`config.mk`:
```
export PLATFORM = sky130hd
export DESIGN_NAME = muldiv_sequencer_flat
export DESIGN_NICKNAME = d
export VERILOG_FILES = /design/src/rtl/muldiv_sequencer_if.sv /design/src/rtl/muldiv_sequencer.sv /design/src/flat_wrapper.sv
export SDC_FILE = /design/constraint.sdc
export NUM_CORES = 1
export LEC_CHECK = 0
export BUFFER_PORTS_ARGS = -buffer_cell sky130_fd_sc_hd__buf_2
export CORE_ASPECT_RATIO = 1.2
export CORE_MARGIN = 4
export CORE_UTILIZATION = 47
export CTS_CLUSTER_SIZE = 24
export DETAILED_ROUTE_END_ITERATION = 7
export PLACE_DENSITY_LB_ADDON = 0.1
export SYNTH_ARGS = -nofsm -noshare
export SYNTH_HDL_FRONTEND = slang
export SYNTH_SLANG_ARGS = --single-unit
```
`constraint.sdc`:
```
create_clock -name clk -period 1.93 [get_ports clk]
set_clock_uncertainty 0.15 [all_clocks]
set_input_delay 0.193 -clock clk [delete_from_list [all_inputs] [get_ports clk]]
set_output_delay 0.193 -clock clk [all_outputs]
set_load 0.005 [all_outputs]
```
`src/rtl/muldiv_sequencer_if.sv`:
```
// muldiv_sequencer_if -- handshake bundle between the control unit and the
// MULT/DIV sequencer.
//   control side : req, op, abort                  (control unit -> sequencer)
//   unit flags   : mult_done, div_done, div_by_zero (mul/div units -> sequencer)
//   outputs      : mult_start, div_start, hi_write, lo_write, hilo_src,
//                  busy, done, err, err_code        (sequencer -> everyone)
// slave  modport : the sequencer itself.
// master modport : whoever drives requests and completion flags.
interface muldiv_sequencer_if;
  logic       req;
  logic       op;
  logic       abort;
  logic       mult_done;
  logic       div_done;
  logic       div_by_zero;
  logic       mult_start;
  logic       div_start;
  logic       hi_write;
  logic       lo_write;
  logic       hilo_src;
  logic       busy;
  logic       done;
  logic       err;
  logic [1:0] err_code;

  modport slave (
    input  req, op, abort, mult_done, div_done, div_by_zero,
    output mult_start, div_start, hi_write, lo_write, hilo_src,
           busy, done, err, err_code
  );

  modport master (
    output req, op, abort, mult_done, div_done, div_by_zero,
    input  mult_start, div_start, hi_write, lo_write, hilo_src,
           busy, done, err, err_code
  );
endinterface

```
`src/rtl/muldiv_sequencer.sv`:
```
// muldiv_sequencer -- sequences one MULT or DIV operation: start pulse,
// wait for the selected unit's done (with watchdog), then HI/LO write or
// error completion.
//   clk   : rising-edge clock
//   reset : asynchronous, active-low
//   bus   : muldiv_sequencer_if.slave (request, unit flags, all outputs)
//   TIMEOUT : WAIT cycles before the watchdog aborts (2..255)
// Every output is a flop (or the latched op), so nothing combinational
// reaches an output from an input.
module muldiv_sequencer #(
  parameter int TIMEOUT = 40
) (
  input  logic                   clk,
  input  logic                   reset,
  muldiv_sequencer_if.slave      bus
);

  typedef enum logic [2:0] {IDLE, START, WAIT, WRITE, ERR} state_t;

  localparam logic [7:0] WD_LAST = 8'(TIMEOUT - 1);

  state_t     state;
  logic [7:0] wd;
  logic       op_q;
  logic       mult_start_q, div_start_q, write_q, busy_q, done_q, err_q;
  logic [1:0] err_code_q;

  // Only the selected unit's completion flag is observed.
  logic sel_done;
  assign sel_done = op_q ? bus.div_done : bus.mult_done;

  always_ff @(posedge clk or negedge reset) begin
    if (!reset) begin
      state        <= IDLE;
      wd           <= '0;
      op_q         <= 1'b0;
      err_code_q   <= 2'b00;
      mult_start_q <= 1'b0;
      div_start_q  <= 1'b0;
      write_q      <= 1'b0;
      busy_q       <= 1'b0;
      done_q       <= 1'b0;
      err_q        <= 1'b0;
    end else begin
      // Pulse outputs default low; each is raised only on entry to its state.
      mult_start_q <= 1'b0;
      div_start_q  <= 1'b0;
      write_q      <= 1'b0;
      done_q       <= 1'b0;
      err_q        <= 1'b0;
      if (state == IDLE) begin
        if (bus.req) begin
          op_q         <= bus.op;
          err_code_q   <= 2'b00;
          state        <= START;
          busy_q       <= 1'b1;
          mult_start_q <= !bus.op;
          div_start_q  <= bus.op;
        end
      end else if (bus.abort) begin
        // Abort beats done and timeout; err_code is left as it was.
        state  <= IDLE;
        busy_q <= 1'b0;
      end else begin
        case (state)
          START: begin
            wd    <= '0;
            state <= WAIT;
          end
          WAIT: begin
            if (sel_done) begin
              if (op_q && bus.div_by_zero) begin
                state      <= ERR;
                err_q      <= 1'b1;
                err_code_q <= 2'b01;
              end else begin
                state   <= WRITE;
                write_q <= 1'b1;
                done_q  <= 1'b1;
              end
            end else if (wd == WD_LAST) begin
              state      <= ERR;
              err_q      <= 1'b1;
              err_code_q <= 2'b10;
            end else begin
              wd <= wd + 8'd1;
            end
          end
          default: begin  // WRITE, ERR: one cycle, then back to IDLE
            state  <= IDLE;
            busy_q <= 1'b0;
          end
        endcase
      end
    end
  end

  assign bus.mult_start = mult_start_q;
  assign bus.div_start  = div_start_q;
  assign bus.hi_write   = write_q;
  assign bus.lo_write   = write_q;
  assign bus.hilo_src   = op_q;
  assign bus.busy       = busy_q;
  assign bus.done       = done_q;
  assign bus.err        = err_q;
  assign bus.err_code   = err_code_q;

endmodule

```
`src/flat_wrapper.sv`:
```
// flat-port wrapper written by rule: the top's interface ports become plain ports
module muldiv_sequencer_flat 
#(
  parameter int TIMEOUT = 40
)
  (clk, reset, bus_req, bus_op, bus_abort, bus_mult_done, bus_div_done, bus_div_by_zero, bus_mult_start, bus_div_start, bus_hi_write, bus_lo_write, bus_hilo_src, bus_busy, bus_done, bus_err, bus_err_code);
  muldiv_sequencer_if bus_i ();
  input  logic clk;
  input  logic reset;
  input wire logic [$bits(bus_i.req)-1:0] bus_req;
  input wire logic [$bits(bus_i.op)-1:0] bus_op;
  input wire logic [$bits(bus_i.abort)-1:0] bus_abort;
  input wire logic [$bits(bus_i.mult_done)-1:0] bus_mult_done;
  input wire logic [$bits(bus_i.div_done)-1:0] bus_div_done;
  input wire logic [$bits(bus_i.div_by_zero)-1:0] bus_div_by_zero;
  output wire logic [$bits(bus_i.mult_start)-1:0] bus_mult_start;
  output wire logic [$bits(bus_i.div_start)-1:0] bus_div_start;
  output wire logic [$bits(bus_i.hi_write)-1:0] bus_hi_write;
  output wire logic [$bits(bus_i.lo_write)-1:0] bus_lo_write;
  output wire logic [$bits(bus_i.hilo_src)-1:0] bus_hilo_src;
  output wire logic [$bits(bus_i.busy)-1:0] bus_busy;
  output wire logic [$bits(bus_i.done)-1:0] bus_done;
  output wire logic [$bits(bus_i.err)-1:0] bus_err;
  output wire logic [$bits(bus_i.err_code)-1:0] bus_err_code;
  assign bus_i.req = bus_req;
  assign bus_i.op = bus_op;
  assign bus_i.abort = bus_abort;
  assign bus_i.mult_done = bus_mult_done;
  assign bus_i.div_done = bus_div_done;
  assign bus_i.div_by_zero = bus_div_by_zero;
  assign bus_mult_start = bus_i.mult_start;
  assign bus_div_start = bus_i.div_start;
  assign bus_hi_write = bus_i.hi_write;
  assign bus_lo_write = bus_i.lo_write;
  assign bus_hilo_src = bus_i.hilo_src;
  assign bus_busy = bus_i.busy;
  assign bus_done = bus_i.done;
  assign bus_err = bus_i.err;
  assign bus_err_code = bus_i.err_code;
  muldiv_sequencer #(.TIMEOUT(TIMEOUT)) u_core (.clk(clk), .reset(reset), .bus(bus_i));
endmodule
```
==> impl_metrics.tcl <==
set metrics [dict create \
    status "finished, final reports clean" \
    rows 17 \
    p_per_area_nw_per_um2 961 \
    relSlewSlack 0.727 \
    dieArea_um2 2790 \
    worst_slack_ns 0.0516 \
    path_cells "or4b_4 -> o31ai_4 -> buf_6 -> or3_1 -> o31ai_2" \
    hpwl_um 1510 \
    netlist_area_um2 945 \
    slowest_delay_ns 0.55 \
    viasPerCell 5.75 \
    totalPowerFinal_uw 1180 \
    cts_tree "built" \
    wl_per_cell_um 14.3 \
    vias 845 \
    ys_types 33 \
    post-place-ws_ns 0.0582 \
    synth-seq-cells 19 \
    seq_area_frac_synth 0.503 \
    synth_xor_area_frac 0.00927 \
    dieHeight_um 57.1 \
    endpoint_kind "register" \
    grt_pass1_vias 806 \
    slew_violations 0 \
    synth-compound-area-share 0.156 \
    grtUsageTotal 0.149 \
    critPathKind "reg -> reg" \
    antenna_found_initial 0 \
    drive_above_1_share 0.313 \
    drc_errors 0 \
    antenna-diode-count 0 \
    synth_flop_cell "dfrtp_1" \
    cp.required_ns 1.96 \
    p_leak_uw 0.000599 \
    mappedNetlistNets 101 \
    regArea_um2 475 \
    cts_made_buffers 3 \
    final.period_utilization 0.973 \
    antenna_left 0 \
    setup_viol 0 \
    n_fill_cell 179 \
    critPathLaunchType "register" \
    synth_top_family_by_area "simple AND/OR/NAND/NOR gates" \
    clock_path_buffers 2 \
    clkLatencyLatePin_ns 0.30 \
    multi_input_comb_area_um2 455 \
    p_clk_frac 0.171 \
    grt_max_degree 20 \
    synthCells 92 \
    grt_pass1_wl_um 3350 \
    finish.net_count 138 \
    switchingPower_uw 420 \
    final_util 0.657 \
    sw_frac_of_total 0.355 \
    max_clock_freq_ghz 0.532 \
    path_max_fanout 7 \
    synth_area_per_cell_um2 10.3 \
    drt-initial-drc-count 11 \
    p_seq_frac 0.452 \
    gp_congestion 0.902 \
    place_inst 137 \
    cp.arrival_ns 1.91 \
    ir_drop_mv 0.841 \
    design.core.area_um2 1870 \
    tightest_slew_ns 0.410 \
    cp_top_family "simple AND/OR/NAND/NOR gates" \
    synthToLayoutAreaGrowth_pct 30.2 \
    timing.critical_path.buf_inv 1 \
    hold_class "in -> reg" \
    yosys.area_share.simple 0.236 \
    slowest_stage "or4b_4" \
    period_minus_slack_ns 1.88 \
    hold_violations 0 \
    comb_power_share 0.377 \
    first_pass_iters 4 \
    ioPinCount 18 \
    clkTransAtPathRegs_ns 0.10 \
    ys.warnings.count 0 \
    htreeDepth 1 \
    final-instance-count-excl-fill 147 \
    cap_violations 0 \
    cts.sinks 19 \
    tns_ns 0 \
    synthAdderAreaFrac 0.0132 \
    synthMuxAreaShare 0.0424 \
    overflow 0 \
    numPortBuffers 17 \
    die_width_um 48.9 \
    synth_edf_count 0 \
    cts-root-buf "clkbuf_4" \
    p_int_uw 762 \
    initial_core_util 0.505 \
    wl_um 2100 \
    synthArstFlopShare 1.00 \
]
-- worst reg2reg max path: cells and delay by family, from the launching register on --
kind,cells,cell delay (ns)
and+or+nand+nor,2,0.67
DFF,1,0.40
AOI/OAI and AO/OA,2,0.36
buffers and inverters,1,0.17
-- cell usage after synthesis (all sizes together), types with 2 or more instances --
library cell,number,area [um^2]
a21oi,3,15.0
and3,3,23.8
buf,3,22.5
dfrtp,19,475
inv,4,15.0
mux2i,4,40.0
nand2,9,33.8
nand2b,4,25.0
nand3,3,15.0
nand3b,2,15.0
nand4,3,18.8
nor2,6,22.5
nor3,4,20.0
o211ai,3,22.5
o21ai,3,15.0
o311ai,3,26.3
o31ai,3,27.5
-- logic make-up after synthesis --
family	after synthesis
mux	4
simple gates	40
flops	19
fa+ha+maj	1
buf+inv	7
compound gates	20
xor+xnor	1
-- power groups by stage --
stage                     registers, uW  logic [uW]  clock network [uW]
after floorplan                     543         233                   0
after global placement              539         402                   0
after detailed placement            541         405                   0
after CTS                           533         414                 206
after global routing                547         496                 222
final                               534         446                 202
-- per-stage QoR --
| stage | instance area, um^2 | hold slack (ns) |
|---|---|---|
| CTS | 1190 | 0.146 |
| global placement | 1120 | 0.000632 |
| finish | 1230 | 0.156 |
| detailed placement | 1120 | 0.00106 |
| global route | 1230 | 0.171 |
| floorplan | 945 | -0.253 |
-- layer usage --
metal | vias up | wire length, um | track usage
li1 | 415 | - | -
met1 | 401 | 895 | 0.174
met2 | 24 | 1060 | 0.248
met3 | 5 | 100 | 0.0313
met4 | 0 | 43 | 0.0923
met5 | - | 0 | 0
-- cell usage in the layout, fill, tap and decap left out, drive strengths merged, types with 3 or more instances in the layout --
cell type	n
a21oi	3
and3	3
buf	31
clkbuf	4
dfrtp	19
dlygate4sd3	4
inv	4
mux2i	4
nand2	9
nand2b	4
nand3	3
nand4	3
nor2	6
nor3	4
o211ai	3
o21ai	3
o311ai	3
o31ai	3
-- final timing paths --
kind,slack [ns],start,end,depth (start not counted)
min in group asynchronous,0.19,reset,u_core.bus.busy$_DFFE_PN0P_,2
max,0.05,u_core.wd[4]$_DFFE_PN0P_,u_core.wd[4]$_DFFE_PN0P_,5
max reg2reg,0.05,u_core.wd[4]$_DFFE_PN0P_,u_core.wd[4]$_DFFE_PN0P_,5
max in group asynchronous,1.15,reset,u_core.wd[4]$_DFFE_PN0P_,2
min reg2reg,0.38,u_core.bus.err_code[0]$_DFFE_PN0P_,u_core.bus.err_code[0]$_DFFE_PN0P_,1
min,0.16,bus_div_by_zero,u_core.bus.hi_write$_DFF_PN0_,3
-- final cells by class --
| type | count | share of cell area |
|---|---|---|
| tap | 19 | 0.0193 |
| inverter | 4 | 0.0122 |
| sequential | 19 | 0.387 |
| clock buffer | 4 | 0.0214 |
| timing repair buffer | 35 | 0.190 |
| multi-input combinational | 66 | 0.370 |
-- flip-flops by register name (all words and copies together) (netlist names) --
signal / count
u_core.bus.div_start: 1
u_core.bus.hi_write: 1
u_core.bus.err_code: 2
u_core.bus.hilo_src: 1
u_core.bus.busy: 1
u_core.wd: 8
u_core.bus.mult_start: 1
u_core.bus.err: 1
u_core.state: 3
-- what timing repair did --
item / in CTS / in global routing
setup endpoints to repair: 0 / 9
buffers inserted: 0 / 2
hold buffers: 4 / 0
resized for setup: 0 / 8
endpoints found under the hold margin: 23 / 0
Note: power is estimated with default switching activity, not from simulation.
